**config.mk**
```make
export PLATFORM = sky130hd
export DESIGN_NAME = tx_msg_framer
export DESIGN_NICKNAME = d
export VERILOG_FILES = /design/src/rtl/tx_msg_framer.sv
export SDC_FILE = /design/constraint.sdc
export NUM_CORES = 1
export LEC_CHECK = 0
export ABC_AREA = 1
export BUFFER_PORTS_ARGS = -buffer_cell sky130_fd_sc_hd__clkbuf_2
export CAP_MARGIN = 10
export CORE_MARGIN = 3
export CORE_UTILIZATION = 30
export CTS_BUF_LIST = sky130_fd_sc_hd__clkbuf_8
export DETAILED_ROUTE_END_ITERATION = 8
export SLEW_MARGIN = 5
export SYNTH_ARGS = -nofsm -noshare
export SYNTH_HDL_FRONTEND = slang
export SYNTH_SLANG_ARGS = --single-unit
```
**constraint.sdc**
```tcl
create_clock -name clk -period 2.7 [get_ports clk]
set_input_delay 0.27 -clock clk [delete_from_list [all_inputs] [get_ports clk]]
set_output_delay 0.27 -clock clk [all_outputs]
set_load 0.05 [all_outputs]
```
**src/rtl/tx_msg_framer.sv**
```systemverilog
// Frames one captured {addr, buysell, timestamp} order message into an 8-byte UART frame
// (SYNC, fields, XOR checksum) and paces bytes against the UART busy handshake.
module tx_msg_framer #(
  parameter logic [7:0] SYNC_BYTE   = 8'hA5,
  parameter int         ACK_TIMEOUT = 4,
  parameter int         DROP_CNT_W  = 8
) (
  input  logic                  clk,
  input  logic                  reset,
  input  logic [7:0]            tx_addr,
  input  logic [7:0]            tx_buysell,
  input  logic [31:0]           tx_timestamp,
  input  logic                  tx_dv,
  output logic                  tx_busy,
  output logic [7:0]            uart_data,
  output logic                  uart_dv,
  input  logic                  uart_busy,
  output logic                  frame_done,
  output logic [DROP_CNT_W-1:0] drop_cnt
);

  localparam int TW = (ACK_TIMEOUT > 1) ? $clog2(ACK_TIMEOUT) : 1;
  localparam logic [TW-1:0] TIMER_LAST = TW'(ACK_TIMEOUT - 1);

  typedef enum logic [1:0] {IDLE, SEND, WAIT_ACK, WAIT_DONE} state_t;

  state_t      state, state_next;
  logic        tx_dv_q;
  logic        start;
  logic [7:0]  addr_r, buysell_r, csum_r;
  logic [31:0] ts_r;
  logic [2:0]  idx;
  logic [TW-1:0] timer;
  logic        load, strobe, timer_inc, advance, finish;
  logic [7:0]  cur_byte;

  assign start   = tx_dv & ~tx_dv_q;
  assign tx_busy = (state != IDLE);

  always_comb begin
    cur_byte = SYNC_BYTE;
    case (idx)
      3'd0: cur_byte = SYNC_BYTE;
      3'd1: cur_byte = addr_r;
      3'd2: cur_byte = buysell_r;
      3'd3: cur_byte = ts_r[31:24];
      3'd4: cur_byte = ts_r[23:16];
      3'd5: cur_byte = ts_r[15:8];
      3'd6: cur_byte = ts_r[7:0];
      3'd7: cur_byte = csum_r;
      default: cur_byte = SYNC_BYTE;
    endcase
  end

  always_ff @(posedge clk) begin
    if (reset) state <= IDLE;
    else       state <= state_next;
  end

  // A UART that never acknowledges is tolerated: after the timeout the byte counts as sent.
  always_comb begin
    state_next = state;
    load       = 1'b0;
    strobe     = 1'b0;
    timer_inc  = 1'b0;
    advance    = 1'b0;
    finish     = 1'b0;
    case (state)
      IDLE: begin
        if (start) begin
          load       = 1'b1;
          state_next = SEND;
        end
      end
      SEND: begin
        if (!uart_busy) begin
          strobe     = 1'b1;
          state_next = WAIT_ACK;
        end
      end
      WAIT_ACK: begin
        if (uart_busy || timer == TIMER_LAST) state_next = WAIT_DONE;
        else                                  timer_inc  = 1'b1;
      end
      WAIT_DONE: begin
        if (!uart_busy) begin
          if (idx == 3'd7) begin
            finish     = 1'b1;
            state_next = IDLE;
          end else begin
            advance    = 1'b1;
            state_next = SEND;
          end
        end
      end
      default: state_next = IDLE;
    endcase
  end

  always_ff @(posedge clk) begin
    if (reset) begin
      tx_dv_q    <= 1'b0;
      uart_dv    <= 1'b0;
      uart_data  <= 8'd0;
      frame_done <= 1'b0;
      drop_cnt   <= '0;
      addr_r     <= 8'd0;
      buysell_r  <= 8'd0;
      ts_r       <= 32'd0;
      csum_r     <= 8'd0;
      idx        <= 3'd0;
      timer      <= '0;
    end else begin
      tx_dv_q    <= tx_dv;
      uart_dv    <= strobe;
      frame_done <= finish;
      if (load) begin
        addr_r    <= tx_addr;
        buysell_r <= tx_buysell;
        ts_r      <= tx_timestamp;
        csum_r    <= tx_addr ^ tx_buysell ^ tx_timestamp[31:24] ^ tx_timestamp[23:16]
                     ^ tx_timestamp[15:8] ^ tx_timestamp[7:0];
        idx       <= 3'd0;
      end
      if (strobe) begin
        uart_data <= cur_byte;
        timer     <= '0;
      end
      if (timer_inc) timer <= timer + TW'(1);
      if (advance)   idx   <= idx + 3'd1;
      // Messages arriving mid-frame are lost; the counter saturates so it never looks healthy again.
      if (start && state != IDLE && drop_cnt != '1) drop_cnt <= drop_cnt + DROP_CNT_W'(1);
    end
  end

endmodule

```
Word-level counts from Yosys, hierarchy flattened
Index checks and enable logic that the tools add are counted.

storage, ports and cells
  output and inout bits = 19
  bits of input ports = 52
  bits in registers = 82
  word-level logic and storage cells = 70

operators by class
  eq/ne operators = 16
  add/subtract/negate cells = 3
  bitwise gates (word level) = 8
  mux-type cells = 21
  reductions and logical operators = 10

operator list
  kind                                                                    number
  8-bit one-hot mux with 8 select lines                                   1
  8-bit bitwise XOR                                                       5
  3-bit equality test (second input constant)                             4
  2-bit two-way mux                                                       6
  1-bit two-way mux                                                       11
  8-bit by 1-bit adder with 8-bit output (second input constant)          1
  2-bit inequality test (second input constant)                           4
  8-bit inequality test (second input constant)                           1
  2-bit one-hot mux with 4 select lines                                   1
  2-bit equality test (second input constant)                             3
  3-bit by 2-bit equality test with 1-bit output (second input constant)  2
  3-bit two-way mux                                                       2
  2-bit nonzero test                                                      3
  4-bit AND reduction                                                     1
  3-bit by 1-bit adder with 3-bit output (second input constant)          1
  3-bit by 1-bit equality test with 1-bit output (second input constant)  1
  3-bit logical NOT                                                       1
  3-bit OR reduction                                                      1
  2-bit by 1-bit adder with 2-bit output (second input constant)          1
  2-bit by 1-bit equality test with 1-bit output (second input constant)  1
  1-bit logical AND                                                       2
  2-bit logical NOT                                                       1
  1-bit NOT                                                               2
  1-bit bitwise AND                                                       1
  1-bit logical OR                                                        1

Longest topological paths before layout
  word-level depth = 6
  depth in mapped cells = 10
  depth with buffers taken out = 10

Worst setup path before layout
OpenSTA, ideal clock, no wires.

  path type = reg2reg
  from = register state[0]
  to = register drop_cnt[5]
  slack = 1025 ps
  clock period less this slack = 1675 ps
  library setup time = 70 ps
  data arrival time = 1605 ps
  data required time = 2630 ps
  path buffers = 0
  cell stages (with the launch flop) = 8
  cell sequence = dfxtp_1 -> inv_1 -> ha_1 -> inv_1 -> nand3_1 -> a21oi_2 -> nand3_1 -> a21oi_1

on the way
  longest elaborated chain between the ends = 3

ends and longest elaborated chain
  what                             RTL line  text
  start, declared                  27        state_t state, state_next;
  start signal, assigned           57        else state <= state_next;
  2-bit nonzero test               -
  named net tx_busy                14        output logic tx_busy,
  1-bit logical AND (2 in series)  132       if (start && state != IDLE && drop_cnt != '1) drop_cnt <= drop_cnt + DROP_CNT_W'(1);
  end signal, assigned             132
  end, declared                    19        output logic [DROP_CNT_W-1:0] drop_cnt

The timed path passes the listed nets, and every way through them passes these cells.
A chain may end at the register's enable or synchronous reset.

Final worst setup path
  from = register idx[2]
  to = register uart_data[3]

on the way
  longest elaborated chain between the ends = 2
  elaborated cells between the ends (all ways) = 9
  classes of those cells = eq/ne (7); mux (1); reduce/logical (1)

ends and longest elaborated chain
  what                                         RTL line  text
  start, declared                              32        logic [2:0] idx;
  start signal, assigned                       130       if (advance) idx <= idx + 3'd1;
  3-bit equality test (tied with other cells)  42        case (idx)
  8-bit one-hot mux with 8 select lines (*)    42
  end signal, assigned                         126       uart_data <= cur_byte;
  end, declared                                15        output logic [7:0] uart_data,

Every way passes the cells marked *; elsewhere a longest branch is shown, timed or not.

==> flow_summary.json <==
{
  "status": "complete, no violations",
  "critPathMaxFanout": 13,
  "seqPwrFrac": 0.423,
  "synthFlopType": "dfxtp_1",
  "rsz0062_at_grt": "false",
  "synth.distinct_cells": 31,
  "max_cap_viol_count": 0,
  "clk_pin_slew_ns": 0.09,
  "dieArea_um2": 17300,
  "endpoint_kind": "register",
  "path_class": "reg2reg",
  "finalSetupTns_ns": 0,
  "multi_input_area_um2": 2600,
  "p_int_mw": 2.40,
  "cts_tree": "built",
  "post_cts_resized": 0,
  "synth_area_leader_cell": "dfxtp_1",
  "finalSetupViolCount": 0,
  "crit_required_ns": 2.95,
  "skew_ns": 0.0116,
  "fp.dieH_um": 132,
  "htreeDepth": 3,
  "drc_errors": 0,
  "antenna_cells": 0,
  "relSlewSlack": 0.498,
  "routed-via-count": 4691,
  "crit_arrival_ns": 2.14,
  "cts_buffers": 9,
  "synth_area_per_cell_um2": 6.22,
  "clockPowerShare": 0.280,
  "worst_slew_pin_slew_ns": 0.754,
  "r2r_start": "idx[2]",
  "clock_latency_ns": 0.37,
  "nFillCells": 1697,
  "syn_area_um2": 4730,
  "final_cells": 1038,
  "ir_drop_v": 0.000297,
  "switching_power_mw": 1.35,
  "hold_buffers": 0,
  "start_util": 0.309,
  "drt-initial-drc-count": 208,
  "antenna_found_initial": 0,
  "core-area_um2": 15300,
  "switching_share": 0.361,
  "firstDrtPassIters": 5,
  "yosysTopAreaCellShare": 0.347,
  "gr-total-overflow": 0,
  "cts_buffer_depth": 2,
  "async_flop_share": 0,
  "reg2regPathDepth": 8,
  "rows": 45,
  "die_w_um": 132,
  "grt_pass1_wl_um": 19600,
  "grt_max_degree": 83,
  "min_path_type": "in2reg",
  "drt-total-wl_um": 11500,
  "synthMostInstantiatedCell": "nand2_1",
  "placed_area_um2": 5240,
  "postCtsSetupBuffers": 0,
  "synth_common_cells": "274 x nand2_1, 91 x inv_1, 82 x dfxtp_1",
  "ys_warn_count": 0,
  "cts_num_sinks": 82,
  "hold_path_end": "tx_dv_q",
  "startpoint_type": "register",
  "regArea_um2": 1640,
  "comb_power_share": 0.297,
  "ys_seq_area_frac": 0.347,
  "layout-drive-gt1-share": 0.123,
  "post-route-cell-area_um2": 5480,
  "grt_usage": 0.133,
  "num-nets-final": 887,
  "hold_viol": 0,
  "ys_seq_elements": 82,
  "area_growth_pct": 15.8,
  "routedWlPerCell_um": 11.0,
  "timing.rr.end": "uart_data[3]",
  "power.leakage_nw": 2.82,
  "io_pins": 71,
  "synth_edf_count": 0,
  "synth.area.top_cells": "dfxtp_1 35%, nand2_1 22%, nand3_1 7.6%, inv_1 7.2%, a21oi_1 6.9%",
  "vias_per_cell": 4.52,
  "root_buffer": "clkbuf_8",
  "io_buffer_count": 70,
  "ff2ff_setup_slack_ns": 0.81,
  "min_period_ns": 1.89,
  "pre_cts_slack_ns": 0.881,
  "hpwl_um": 8400,
  "fmax_mhz": 530,
  "place_congestion": 0.806,
  "grt_pass1_vias": 4318,
  "p_per_area_nw_per_um2": 685,
  "worstHoldPathCells": 3,
  "min_from": "tx_dv",
  "dp_cells": 1022,
  "fin_ws_ns": 0.812,
  "finalCritPeriodShare": 0.699,
  "synthCells": 761,
  "postRouteAntennaNets": 0,
  "syn-num-nets": 826,
  "drv_slew": 0
}
[registers in the layout, indices dropped and copies added, names as in the netlist]
signal / count
uart_data: 8
ts_r: 32
buysell_r: 8
addr_r: 8
frame_done: 1
tx_dv_q: 1
idx: 3
drop_cnt: 8
state: 2
uart_dv: 1
csum_r: 8
timer: 2
[critical path: stages, from the launching register on]
cell and delay (ns):
dfxtp_1 0.63, inv_2 0.17, ha_1 0.40, nor2_1 0.16, nand3_1 0.07, nand2_1 0.14, inv_1 0.07, nand2_1 0.06
a21oi_1 0.06
[per-stage QoR]
step / util / hold slack [ns] / total power [mW]
floorplan: - / 0.339 / 2.48
global placement: 0.342 / 0.435 / 2.71
detailed placement: 0.342 / 0.445 / 2.73
CTS: 0.358 / 0.142 / 3.79
global route: 0.358 / 0.169 / 4.02
finish: 0.358 / 0.155 / 3.75
[layout by cell type, fill, tap and decap left out]
master / count
nand3b_1: 2
a21oi_2: 1
a21oi_1: 65
nor3_2: 1
buf_12: 1
nand4_1: 3
o21bai_1: 1
or2_1: 1
inv_1: 92
nand3_2: 1
nor3_1: 1
inv_6: 1
nand2_4: 1
nor2_1: 42
ha_1: 13
clkbuf_2: 70
clkbuf_8: 12
nand2_1: 274
nand2_2: 2
o21ai_1: 37
inv_4: 1
o21ai_0: 29
nor3b_1: 1
dfxtp_1: 82
o21a_1: 8
buf_4: 2
xor2_1: 1
nand3_1: 72
nor2_4: 2
nor2_2: 3
inv_2: 2
xnor2_1: 1
bufinv_16: 2
[cells by family (layout without fill, tap and decap cells)]
family / count (synthesis) / count (layout) / share of synthesized area
AOI/OAI and AO/OA: 141 / 141 / 0.155
DFF: 82 / 82 / 0.347
buffers and inverters: 117 / 183 / 0.105
xor gates and xnor gates: 2 / 2 / 0.00370
and+or+nand+nor: 406 / 406 / 0.356
adders and majority gates: 13 / 13 / 0.0344
[power by group through the flow]
stage / combinational, mW / sequential [mW] / clock (mW)
after floorplan: 0.832 / 1.65 / 0
after global placement: 1.10 / 1.61 / 0
after detailed placement: 1.12 / 1.61 / 0
after CTS: 1.12 / 1.59 / 1.08
after global routing: 1.29 / 1.62 / 1.12
final: 1.11 / 1.59 / 1.05
[worst max-delay path by stage]
stage | startpoint | end | slack (ns) | cells past startpoint
after floorplan | state[0] | drop_cnt[5] | 1.02 | 7
after global placement | idx[2] | uart_data[3] | 0.85 | 8
after detailed placement | state[0] | csum_r[1] | 0.88 | 7
after CTS | idx[2] | uart_data[3] | 0.83 | 8
after global routing | idx[2] | uart_data[3] | 0.62 | 8
final | idx[2] | uart_data[3] | 0.81 | 8
[metal layers]
layer | vias up | routed length, um | track usage
met2 | 97 | 4820 | 0.205
met3 | 9 | 601 | 0.0314
met4 | 0 | 105 | 0.0315
met5 | - | 0 | 0
li1 | 2552 | - | -
met1 | 2033 | 5930 | 0.189
[final cells by class]
type / count / share of cell area
clock buffers: 12 / 0.0301
clock inverters: 4 / 0.0132
inverters: 94 / 0.0648
multi-input cells: 562 / 0.474
flip-flops and latches: 82 / 0.300
well taps: 211 / 0.0482
repair buffers: 73 / 0.0703
Note: power is estimated with default switching activity, not from simulation.
